## src/rtl/iiitb_rv32i_ifu.sv

```systemverilog
// rv32i instruction fetch unit: credit-limited word fetch into an in-order prefetch FIFO.
// Define IFU_PERF_CNT_EN to add stall/flush counters. dbg_state: 0=IDLE, 1=RUN, 2=DRAIN.
module iiitb_rv32i_ifu #(
  parameter int          DEPTH    = 4,
  parameter int          AW       = 32,
  parameter logic [31:0] RESET_PC = 32'd0
) (
  input  logic          clk,
  input  logic          RN,
  input  logic          redirect_valid,
  input  logic [31:0]   redirect_pc,
  output logic          imem_req_valid,
  output logic [AW-1:0] imem_req_addr,
  input  logic          imem_req_ready,
  input  logic          imem_rsp_valid,
  input  logic [31:0]   imem_rsp_data,
  output logic          id_valid,
  output logic [31:0]   id_ir,
  output logic [31:0]   id_npc,
  input  logic          id_ready,
`ifdef IFU_PERF_CNT_EN
  output logic [31:0]   perf_stall_cnt,
  output logic [31:0]   perf_flush_cnt,
`endif
  output logic [1:0]    dbg_state
);

  // Both handshakes (imem request, decode pop) transfer on a clock edge where
  // valid & ready are high; valid never depends combinationally on ready.

  localparam int PW = $clog2(DEPTH);
  localparam int CW = PW + 2;

  typedef enum logic [1:0] {
    ST_IDLE  = 2'd0,
    ST_RUN   = 2'd1,
    ST_DRAIN = 2'd2
  } state_e;

  state_e        state_q, state_d;
  logic [AW-1:0] pc_q, pc_d;
  logic [CW-1:0] count_q, count_d;
  logic [CW-1:0] inflight_q, inflight_d;
  logic [CW-1:0] drop_q, drop_d;
  logic [PW-1:0] rd_ptr_q, rd_ptr_d, wr_ptr_q, wr_ptr_d;
  logic [PW-1:0] tag_rd_q, tag_rd_d, tag_wr_q, tag_wr_d;
  logic [31:0]   fifo_ir_q  [DEPTH];
  logic [31:0]   fifo_npc_q [DEPTH];
  logic [AW-1:0] tag_q      [DEPTH];

  logic          redir, req_fire, rsp_fire, push, pop;
  logic [AW-1:0] rsp_npc;

  always_comb begin
    redir          = redirect_valid && (state_q != ST_IDLE);
    imem_req_valid = (state_q == ST_RUN) && ((count_q + inflight_q) < CW'(DEPTH));
    imem_req_addr  = pc_q;
    req_fire       = imem_req_valid && imem_req_ready;
    // Responses with nothing outstanding (e.g. left over from before reset) are ignored.
    rsp_fire       = imem_rsp_valid && (state_q != ST_IDLE) && (inflight_q != '0);
    rsp_npc        = tag_q[tag_rd_q] + 1'b1;
    push           = rsp_fire && (state_q == ST_RUN) && !redir;
    id_valid       = (count_q != '0);
    pop            = id_valid && id_ready && !redir;
    id_ir          = id_valid ? fifo_ir_q[rd_ptr_q]  : 32'd0;
    id_npc         = id_valid ? fifo_npc_q[rd_ptr_q] : 32'd0;
    dbg_state      = state_q;
  end

  always_comb begin
    state_d    = state_q;
    pc_d       = pc_q;
    drop_d     = drop_q;
    inflight_d = inflight_q + CW'(req_fire) - CW'(rsp_fire);
    count_d    = count_q + CW'(push) - CW'(pop);
    wr_ptr_d   = wr_ptr_q + PW'(push);
    rd_ptr_d   = rd_ptr_q + PW'(pop);
    tag_wr_d   = tag_wr_q + PW'(req_fire);
    tag_rd_d   = tag_rd_q + PW'(rsp_fire);
    if (req_fire) pc_d = pc_q + 1'b1;
    case (state_q)
      ST_IDLE: state_d = ST_RUN;
      ST_DRAIN: begin
        if (rsp_fire) drop_d = drop_q - 1'b1;
        if (drop_d == '0) state_d = ST_RUN;
      end
      default: state_d = state_q;
    endcase
    // Every response still outstanding after a redirect belongs to the old path.
    if (redir) begin
      count_d  = '0;
      wr_ptr_d = '0;
      rd_ptr_d = '0;
      pc_d     = redirect_pc[AW-1:0];
      drop_d   = inflight_d;
      state_d  = (inflight_d != '0) ? ST_DRAIN : ST_RUN;
    end
  end

  always_ff @(posedge clk) begin
    if (RN) begin
      state_q    <= ST_IDLE;
      pc_q       <= RESET_PC[AW-1:0];
      count_q    <= '0;
      inflight_q <= '0;
      drop_q     <= '0;
      wr_ptr_q   <= '0;
      rd_ptr_q   <= '0;
      tag_wr_q   <= '0;
      tag_rd_q   <= '0;
    end else begin
      state_q    <= state_d;
      pc_q       <= pc_d;
      count_q    <= count_d;
      inflight_q <= inflight_d;
      drop_q     <= drop_d;
      wr_ptr_q   <= wr_ptr_d;
      rd_ptr_q   <= rd_ptr_d;
      tag_wr_q   <= tag_wr_d;
      tag_rd_q   <= tag_rd_d;
    end
  end

  always_ff @(posedge clk) begin
    if (push) begin
      fifo_ir_q[wr_ptr_q]  <= imem_rsp_data;
      fifo_npc_q[wr_ptr_q] <= 32'(rsp_npc);
    end
    if (req_fire) tag_q[tag_wr_q] <= pc_q;
  end

`ifdef IFU_PERF_CNT_EN
  logic [31:0] stall_cnt_q, stall_cnt_d, flush_cnt_q, flush_cnt_d;

  always_comb begin
    stall_cnt_d = stall_cnt_q;
    flush_cnt_d = flush_cnt_q;
    if (id_ready && !id_valid && (state_q != ST_IDLE) && (stall_cnt_q != 32'hFFFF_FFFF))
      stall_cnt_d = stall_cnt_q + 32'd1;
    if (redir && (flush_cnt_q != 32'hFFFF_FFFF))
      flush_cnt_d = flush_cnt_q + 32'd1;
  end

  always_ff @(posedge clk) begin
    if (RN) begin
      stall_cnt_q <= '0;
      flush_cnt_q <= '0;
    end else begin
      stall_cnt_q <= stall_cnt_d;
      flush_cnt_q <= flush_cnt_d;
    end
  end

  assign perf_stall_cnt = stall_cnt_q;
  assign perf_flush_cnt = flush_cnt_q;
`endif

endmodule
```

## config.mk

```make
export PLATFORM = sky130hd
export DESIGN_NAME = iiitb_rv32i_ifu
export DESIGN_NICKNAME = d
export VERILOG_FILES = /design/src/rtl/iiitb_rv32i_ifu.sv
export SDC_FILE = /design/constraint.sdc
export NUM_CORES = 1
export LEC_CHECK = 0
export CELL_PAD_IN_SITES_DETAIL_PLACEMENT = 1
export CELL_PAD_IN_SITES_GLOBAL_PLACEMENT = 1
export CORE_MARGIN = 5
export CORE_UTILIZATION = 40
export CTS_CLUSTER_DIAMETER = 80
export DETAILED_ROUTE_END_ITERATION = 6
export MAX_ROUTING_LAYER = met4
export PLACE_DENSITY_LB_ADDON = 0.1
export SETUP_SLACK_MARGIN = 0.02
export SYNTH_ARGS = -nofsm -noshare
export SYNTH_HDL_FRONTEND = slang
export SYNTH_SLANG_ARGS = --single-unit
```

## constraint.sdc

```tcl
create_clock -name clk -period 6.85 [get_ports clk]
set_clock_uncertainty 0.05 [all_clocks]
set_input_delay 1.37 -clock clk [delete_from_list [all_inputs] [get_ports clk]]
set_output_delay 1.37 -clock clk [all_outputs]
set_load 0.01 [all_outputs]
```

==> impl_metrics.csv, run 1 <==
group,metric,value,unit
power_and_ir_drop,peakVddDrop,0.169,mV
critical_path,endpoint,"id_npc[6]",
cts,holdBufCountCts,0,
detailed_routing,routed_wl,41.0,mm
timing,maxSlewViolCount,0,
cts,clock_latency,560,ps
die,die_area,50400,um2
synth,synth.distinct_cells,59,
critical_path,worstSetupPathType,"reg -> out",
synth,synth_mux_area_frac,0.126,
critical_path,path_max_fanout,28,
synth,synth_top_cell_area_share,0.626,
synth,synth_edf_count,384,
timing,setup-tns-final,0,ps
timing,maxSlewHeadroom,0.332,
synth,synth_area_leaders,"edfxtp_1, mux4_2, dfxtp_1, mux4_1, and2_1",
cts,cts_tree,"yes",
synth,synth_nets,1176,
global_routing,grt_antenna_before_repair,0,
synth,netlist_area,18400,um2
finish,final_nets,1352,
outcome,status,"finished, final reports clean",
die,rows,78,
timing,period_needed,4570,ps
detailed_routing,wl_per_cell,21.6,um
synth,avgSynthCellArea,17.0,um2
power_and_ir_drop,p_total,8.36,mW
synth,ys_warn_count,0,
placed_design,hpwl,25.7,mm
detailed_routing,drc,0,
finish,fin_util,0.488,
finish,drive_above_1_share,0.128,
finish,final_cell_count_no_fill,1898,
power_and_ir_drop,p_leak,7.10,nW
global_routing,grt_max_degree,69,
placed_design,placement.io_buffers,169,
finish,areaGrowthSynthToFinish,20.6,%
critical_path,crit_required,5430,ps
placed_design,place_ws,2110,ps
placed_design,placedCellCount,1812,
global_routing,grt.total_usage,0.166,
global_routing,grt_pass1_wl,64.5,mm
placed_design,placed_area,20800,um2
critical_path,critPathLaunch,"rd_ptr_q[0]$_SDFF_PP0_",
synth,yosys.area_share.adder,0.0151,
power_and_ir_drop,p_per_area,376,nW/um2
global_routing,grt_pass1_vias,10998,
timing,worst_slack,2280,ps
detailed_routing,first_iter_violations,418,
timing,fin_crit_sh,0.666,
synth,yosysSeqAreaShare,0.685,
synth,synthFlopType,"edfxtp_1",
critical_path,worst_r2r_endpoint,"tag_q[1][9]$_DFFE_PP_",
global_routing,overflow,0,
finish,area.sequential,12600,um2
timing,tightest_slew,1000,ps
synth,async_flop_share,0,
cts,clk_pin_slew,60,ps
cts,postCtsSetupRepairBufs,0,
detailed_routing,num_vias,10199,
worst_hold_path,hold_start,"tag_rd_q[1]$_SDFF_PP0_",
detailed_routing,avgViaCountPerCell,5.37,
job,timing.max_cap.violations,0,
cts,root_buffer,"clkbuf_16",
worst_hold_path,hold_class,"reg -> reg",
critical_path,crit_arrival,3150,ps
die,ioPinCount,170,
die,die-width,225,um
synth,synth_top_family_by_area,"multiplexers",
critical_path,cp-start-kind,"register",
detailed_routing,first_pass_iters,4,
cts,cts_resized,0,
critical_path,r2r-start,"count_q[1]$_SDFF_PP0_",
critical_path,r2r_slack,3320,ps
synth,yosys.area_share.simple,0.0959,
synth,syn_inst,1085,
critical_path,critPathCaptureType,"output port",
cts,cts.path.max_buffers,3,
placed_design,globalplace.congestion,0.742,
finish,multi_input_area,5460,um2
timing,fmax,0.219,GHz
die,initial_utilization,0.405,
finish,fill_cells,4410,
cts,clock_sinks,438,
cts,htreeDepth,2,
timing,setup_viol,0,
die,die_height,225,um
die,core,45500,um2
finish,antenna_cells,0,
timing,worst_hold_slack,490,ps
timing,finalHoldViolCount,0,
cts,cts_buffers,47,
detailed_routing,postRouteAntennaNets,0,
synth,synth_compound_area_frac,0.0361,
timing,rsz0062_at_grt,"no",
synth,yosys.area.top_type,"edfxtp_1",
synth,ys_ff_latch,438,
critical_path,rr_worst_depth,8,
synth,yosys.area_share.xor_xnor,0.0209,
finish,final_area,22200,um2
==> worst max-delay path, cell delays in order (launching register included) <==
cell and delay, ps:
dfxtp_4 740, buf_4 560, mux4_2 600, and2_1 180, clkdlybuf4s50_1 490
==> cell usage after synthesis, types with 4 or more instances <==
library cell / instances
edfxtp_1: 384
and2_1: 80
mux4_2: 68
dfxtp_1: 54
nor2_1: 52
clkbuf_1: 38
nand2_1: 32
nand3_1: 32
xnor2_1: 32
inv_1: 26
mux4_1: 26
a311oi_1: 25
and3_1: 24
ha_1: 19
o31ai_1: 18
or4_1: 16
nand4_1: 15
o21ai_0: 12
xor2_1: 12
buf_1: 10
nor3_1: 10
nor4_1: 10
mux2i_1: 8
and4_1: 7
nor2b_1: 6
a2111oi_0: 5
nor3b_1: 5
a21oi_1: 4
==> area by class of cell <==
type	instances	share of cell area
timing repair buffer	185	0.0822
clock inverter	26	0.00969
inverter	26	0.00440
multi-input combinational	563	0.246
clock buffer	60	0.0556
sequential	438	0.568
tap	600	0.0338
==> where the power goes <==
| group | internal [mW] | switching, mW | total, mW |
|---|---|---|---|
| combinational | 1.19 | 1.21 | 2.40 |
| clock | 1.39 | 1.00 | 2.39 |
| sequential | 3.28 | 0.293 | 3.57 |
==> flip-flops by register name, indices dropped and copies added (netlist names) <==
name / flops
inflight_q: 4
tag_rd_q: 2
fifo_npc_q: 128
imem_req_addr: 32
tag_wr_q: 2
wr_ptr_q: 2
fifo_ir_q: 128
dbg_state: 2
tag_q: 128
rd_ptr_q: 2
count_q: 4
drop_q: 4
==> layer usage <==
layer / GRT usage / wire length [um]
met3: 0.0247 / 1400
met1: 0.228 / 19100
met2: 0.267 / 19700
met4: 0.0399 / 823
met5: - / 0
==> cells by family (layout without fill, tap and decap cells) <==
logic type               Yosys count  after routing
flip-flops                       438            438
adder cells (fa/ha/maj)           21             21
AO/OA/AOI/OAI                     87             87
multiplexers                     104            104
XOR/XNOR                          44             44
buffers and inverters             84            297
AND/OR/NAND/NOR                  307            307
==> worst min-delay path by stage <==
stage                        endpoint  slack [ps]  cells after the start
2_1_floorplan  tag_wr_q[1]$_SDFF_PP0_         470                      2
3_3_place_gp   tag_rd_q[1]$_SDFF_PP0_         450                      2
3_5_place_dp   tag_rd_q[1]$_SDFF_PP0_         490                      2
4_1_cts        tag_rd_q[1]$_SDFF_PP0_         490                      2
5_1_grt        tag_rd_q[1]$_SDFF_PP0_         530                      2
6_report       tag_rd_q[1]$_SDFF_PP0_         490                      2
==> placed cells by master (no fill, tap or decap), drive strengths merged, types with 6 or more instances in the layout <==
cell / instances
xnor2: 32
nor3: 10
inv: 28
o21ai: 12
ha: 19
dfxtp: 54
nor2: 52
buf: 16
nor2b: 6
or4: 16
edfxtp: 384
nand3: 32
and3: 24
nor4: 11
nand2: 32
clkdlybuf4s50: 169
clkinv: 18
clkbuf: 60
and4: 8
xor2: 12
a311oi: 25
o31ai: 18
mux4: 94
mux2i: 8
nand4: 17
and2: 80
(Power assumes the default switching activity.)
==> run 2: changes to the inputs <==
==> constraint.sdc (replaced) <==
create_clock -name clk -period 4.8 [get_ports clk]
set_clock_uncertainty 0.05 [all_clocks]
set_input_delay 0.96 -clock clk [delete_from_list [all_inputs] [get_ports clk]]
set_output_delay 0.96 -clock clk [all_outputs]
set_load 0.01 [all_outputs]
==> run 2 against run 1 <==
  * Count of clock-buffer cells in the layout grew 3
  * Final cell count increased by 0.21%
  * Clock power up 42%
  * Combinational power increased by 45%
==> impl_metrics.csv, run 2 (synthesis gave the netlist of run 1 again) <==
group,metric,value,unit
cts,cts_buffers,47,
detailed_routing,postRouteAntennaNets,0,
detailed_routing,wl_per_cell,21.7,um
power_and_ir_drop,peakVddDrop,0.295,mV
finish,fill_cells,4362,
finish,area.sequential,12600,um2
cts,cts_resized,0,
detailed_routing,drc,0,
cts,postCtsSetupRepairBufs,0,
cts,clk_pin_slew,60,ps
die,initial_utilization,0.405,
finish,final_nets,1359,
timing,finalHoldViolCount,0,
detailed_routing,first_iter_violations,487,
critical_path,r2r-start,"tag_rd_q[0]$_SDFF_PP0_",
global_routing,overflow,0,
die,die-width,225,um
timing,tightest_slew,875,ps
worst_hold_path,hold_start,"imem_req_addr[22]$_SDFFE_PP0P_",
die,die_height,225,um
finish,antenna_cells,0,
cts,cts.path.max_buffers,3,
critical_path,crit_required,3790,ps
die,core,45500,um2
power_and_ir_drop,p_per_area,537,nW/um2
critical_path,rr_worst_depth,7,
cts,root_buffer,"clkbuf_16",
timing,fin_crit_sh,0.808,
cts,clock_latency,570,ps
placed_design,placement.io_buffers,169,
timing,maxSlewHeadroom,0.415,
cts,cts_tree,"yes",
global_routing,grt.total_usage,0.169,
timing,fmax,0.258,GHz
finish,areaGrowthSynthToFinish,21.0,%
finish,layout.cells.most_common,"edfxtp_1",
timing,setup-tns-final,0,ps
critical_path,crit_arrival,2870,ps
placed_design,hpwl,26.2,mm
global_routing,grt_antenna_before_repair,0,
global_routing,grt_max_degree,68,
power_and_ir_drop,p_leak,7.15,nW
critical_path,worst_r2r_endpoint,"fifo_npc_q[0][26]$_DFFE_PP_",
die,die_area,50400,um2
finish,fin_util,0.490,
timing,maxSlewViolCount,0,
die,rows,78,
global_routing,grt_pass1_vias,11154,
global_routing,grt_pass1_wl,65.5,mm
critical_path,worstSetupPathType,"reg -> out",
finish,multi_input_area,5460,um2
timing,period_needed,3880,ps
cts,htreeDepth,2,
placed_design,globalplace.congestion,0.765,
cts,clock_sinks,438,
critical_path,cp-start-kind,"register",
critical_path,critPathCaptureType,"output port",
detailed_routing,routed_wl,41.3,mm
timing,rsz0062_at_grt,"no",
detailed_routing,first_pass_iters,4,
critical_path,r2r_slack,1530,ps
critical_path,endpoint,"id_ir[17]",
outcome,status,"finished, final reports clean",
critical_path,critPathLaunch,"rd_ptr_q[1]$_SDFF_PP0_",
detailed_routing,num_vias,10315,
finish,drive_above_1_share,0.133,
timing,setup_viol,0,
die,ioPinCount,170,
finish,layout_common_cells,"edfxtp_1, clkdlybuf4s50_1, and2_1, mux4_2",
critical_path,path_max_fanout,25,
job,timing.max_cap.violations,0,
detailed_routing,avgViaCountPerCell,5.42,
cts,holdBufCountCts,0,
worst_hold_path,hold_class,"reg -> reg",
finish,reg_top3,"fifo_ir_q x128, fifo_npc_q x128, tag_q x128",
## run 2: changes by cell type in the layout (fill, tap and decap cells not counted)
cell | previous run | this run
and3_1 | 22 | 23
and3_2 | 2 | 1
buf_12 | 1 | 4
buf_4 | 15 | 19
bufinv_16 | 3 | 2
clkbuf_16 | 47 | 48
clkbuf_8 | 1 | 3
clkinv_1 | 13 | 9
clkinv_8 | 0 | 1
clkinvlp_4 | 3 | 2
inv_16 | 1 | 0
## run 2: cell type report
type	count	area share
clock inverters	20	0.00713
flip-flops and latches	438	0.566
multi-input cells	563	0.245
well taps	600	0.0337
repair buffers	192	0.0859
clock buffers	63	0.0578
inverters	26	0.00438
## run 2: worst max-delay path, stage by stage, from the launching register on
cell and delay [ps]:
dfxtp_2 750, buf_4 490, mux4_2 360, and2_1 200, clkdlybuf4s50_1 480
## run 2: worst min path at each step
stage               slack (ps)  cells after the start                      to
floorplan                  470                      2  tag_wr_q[1]$_SDFF_PP0_
global placement           520                      2  tag_wr_q[1]$_SDFF_PP0_
detailed placement         530                      2  tag_wr_q[1]$_SDFF_PP0_
CTS                        540                      0  tag_q[0][22]$_DFFE_PP_
global route               550                      0  tag_q[0][22]$_DFFE_PP_
finish                     540                      0  tag_q[0][22]$_DFFE_PP_
## run 2: metrics by stage
step	std cells	worst slack [ps]	power, mW	instance area (um2)	hold WS, ps
after global placement	1819	917	8.65	20800	517
after floorplan	1085	35.1	7.07	18400	474
after CTS	1902	795	12.2	22300	541
final	1902	924	12.0	22300	535
after global routing	1902	680	12.7	22300	546
after detailed placement	1819	838	8.72	20800	526
## run 2: report_power, final
part | total (mW) | internal, mW | leakage, nW | switching [mW]
Clock | 3.39 | 1.98 | 0.701 | 1.41
Combinational | 3.47 | 1.73 | 2.52 | 1.74
Sequential | 5.09 | 4.68 | 3.93 | 0.419
Total | 12.0 | 8.39 | 7.14 | 3.57
## run 2: per-layer routing
layer / routed length [um] / track usage / share of wire
met1: 18900 / 0.230 / 0.46
met4: 612 / 0.0352 / 0.015
met3: 1600 / 0.0311 / 0.039
met2: 20200 / 0.272 / 0.49
met5: 0 / - / 0
==> run 3: changes to the inputs <==
==> constraint.sdc (replaced) <==
create_clock -name clk -period 3.5 [get_ports clk]
set_clock_uncertainty 0.05 [all_clocks]
set_input_delay 0.7 -clock clk [delete_from_list [all_inputs] [get_ports clk]]
set_output_delay 0.7 -clock clk [all_outputs]
set_load 0.01 [all_outputs]
==> run 3 against run 2 <==
  * First-iteration DRC count rose by 12%
  * Global-route usage fell by 0.28 points
  * Routed wire length fell by 1.3%
  * Power rose by 37%
  * Via count rose by 0.38%
  * Sequential power rose by 35%
  * Non-clock buffer count rose by 15
  * Die area did not move
  * Critical path type unchanged
  * Critical endpoint is now id_ir[1]
  * Highest routed layer unchanged
==> impl_metrics.csv, run 3 (synthesis gave the netlist of run 1 again) <==
group,metric,value,unit
timing,maxSlewHeadroom,0.478,
critical_path,worst_r2r_endpoint,"dbg_state[0]$_SDFFE_PP0P_",
global_routing,grt.total_usage,0.167,
critical_path,r2r_slack,410,ps
worst_hold_path,hold_class,"reg -> reg",
cts,cts_buffers,46,
critical_path,critical-path-slowest-cell,"mux4_2",
die,core,45500,um2
worst_hold_path,worstHoldEndpoint,"tag_rd_q[1]$_SDFF_PP0_",
cts,cts_tree,"yes",
power_and_ir_drop,p_sw,4.84,mW
critical_path,path_max_fanout,26,
cts,cts.path.max_buffers,3,
placed_design,place_ws,99.5,ps
critical_path,critPathCaptureType,"output port",
detailed_routing,first_pass_iters,6,
critical_path,path_buf_inv,2,
cts,htreeDepth,2,
finish,fill_cells,4340,
die,initial_utilization,0.405,
critical_path,r2r-start,"count_q[1]$_SDFF_PP0_",
placed_design,hpwl,26.9,mm
finish,areaGrowthSynthToFinish,22.4,%
detailed_routing,num_vias,10354,
finish,antenna_cells,0,
finish,layout_common_cells,"edfxtp_1, clkdlybuf4s50_1, and2_1, mux4_2, dfxtp_1",
finish,multi_input_area,5480,um2
power_and_ir_drop,p_int,11.6,mW
detailed_routing,avgViaCountPerCell,5.40,
critical_path,cp-start-kind,"register",
placed_design,globalplace.congestion,0.767,
critical_path,rr_worst_depth,12,
outcome,status,"finished, final reports clean",
cts,cts_resized,0,
detailed_routing,first_iter_violations,544,
critical_path,max_stage_delay,540,ps
timing,maxSlewViolCount,0,
power_and_ir_drop,peakVddDrop,0.385,mV
cts,postCtsSetupRepairBufs,0,
finish,area.sequential,12600,um2
die,die-width,225,um
worst_hold_path,hold_depth,2,
power_and_ir_drop,p_leak,7.23,nW
cts,root_buffer,"clkbuf_16",
timing,period_needed,3330,ps
global_routing,grt_pass1_vias,11144,
placed_design,placed_area,21100,um2
finish,reg_top3,"fifo_ir_q x128, fifo_npc_q x128, tag_q x128",
power_and_ir_drop,p_comb_frac,0.303,
placed_design,placement.io_buffers,169,
die,die_height,225,um
cts,holdBufCountCts,0,
critical_path,crit_arrival,2580,ps
detailed_routing,routed_wl,40.7,mm
finish,drive_above_1_share,0.141,
power_and_ir_drop,switching_share,0.295,
global_routing,overflow,0,
global_routing,grt_antenna_before_repair,0,
detailed_routing,wl_per_cell,21.2,um
detailed_routing,drc,0,
critical_path,crit_required,2750,ps
finish,layout.cells.most_common,"edfxtp_1",
cts,clock_sinks,438,
timing,setup-tns-final,0,ps
die,ioPinCount,170,
finish,final_area,22500,um2
power_and_ir_drop,seq_power_share,0.420,
global_routing,grt_pass1_wl,64.4,mm
power_and_ir_drop,clkPwrFrac,0.278,
critical_path,worstSetupPathType,"reg -> out",
critical_path,path_cells,"buf_12 > mux4_2 > and2_1 > clkdlybuf4s50_1",
die,rows,78,
power_and_ir_drop,p_total,16.4,mW
timing,rsz0062_at_grt,"no",
detailed_routing,postRouteAntennaNets,0,
timing,tightest_slew,781,ps
timing,worst_hold_slack,513,ps
job,timing.max_cap.violations,0,
finish,final_nets,1373,
die,die_area,50400,um2
timing,fmax,0.301,GHz
timing,finalHoldViolCount,0,
power_and_ir_drop,p_per_area,728,nW/um2
cts,clk_pin_slew,60,ps
worst_hold_path,hold_start,"tag_rd_q[1]$_SDFF_PP0_",
timing,worst_slack,175,ps
cts,clock_latency,560,ps
timing,setup_viol,0,
timing,fin_crit_sh,0.950,
critical_path,critical_path.top_delay_family,"buffers and inverters",
global_routing,grt_max_degree,68,
[run 3: cell count changes in the layout (fill, tap and decap cells not counted), moves of 3 or more]
cell and change:
clkbuf_1 +3, buf_12 +12, clkbuf_8 -3, buf_4 +3
[run 3: cell type report]
| class | instances | area share |
|---|---|---|
| sequential | 438 | 0.560 |
| multi-input combinational | 563 | 0.243 |
| timing repair buffer | 207 | 0.0966 |
| clock buffer | 62 | 0.0547 |
| tap | 600 | 0.0333 |
| clock inverter | 22 | 0.00805 |
| inverter | 26 | 0.00433 |
[run 3: routing by layer]
| metal | track usage | vias up | part of all wire |
|---|---|---|---|
| met5 | - | - | 0 |
| met4 | 0.0391 | 0 | 0.015 |
| met3 | 0.0247 | 49 | 0.044 |
| met2 | 0.273 | 238 | 0.49 |
| met1 | 0.223 | 5302 | 0.45 |
| li1 | - | 4765 | - |
[run 3: worst reg2reg max path, delay by kind of cell (launching register included)]
kind | cells | cell delay, ps
fa+ha+maj | 4 | 1150
compound gates | 3 | 610
xor+xnor | 2 | 510
flops | 1 | 430
simple gates | 2 | 250
buf+inv | 1 | 40
[run 3: worst max path at each step]
| stage | end | slack (ps) | depth (start not counted) | startpoint |
|---|---|---|---|---|
| floorplan | fifo_ir_q[1][0]$_DFFE_PP_ | 10 | 4 | imem_rsp_valid |
| global placement | drop_q[3]$_SDFFE_PP0P_ | 270 | 11 | imem_rsp_valid |
| detailed placement | drop_q[3]$_SDFFE_PP0P_ | 100 | 11 | imem_rsp_valid |
| CTS | id_npc[24] | 90 | 4 | rd_ptr_q[0]$_SDFF_PP0_ |
| global route | id_npc[24] | 30 | 4 | rd_ptr_q[0]$_SDFF_PP0_ |
| finish | id_ir[1] | 170 | 4 | rd_ptr_q[0]$_SDFF_PP0_ |
[run 3: metrics by stage]
stage | instances | utilization
after detailed placement | 1834 | 0.464
after global placement | 1834 | 0.464
after floorplan | 1085 | -
after CTS | 1918 | 0.496
after global routing | 1918 | 0.496
final | 1918 | 0.496
[run 3: power groups by stage]
stage / sequential (mW) / clock [mW] / combinational, mW
after floorplan: 6.85 / 0 / 2.86
after global placement: 6.97 / 0 / 4.98
after detailed placement: 7.00 / 0 / 5.06
after CTS: 6.89 / 4.69 / 5.08
after global routing: 6.96 / 4.93 / 5.43
final: 6.88 / 4.55 / 4.97
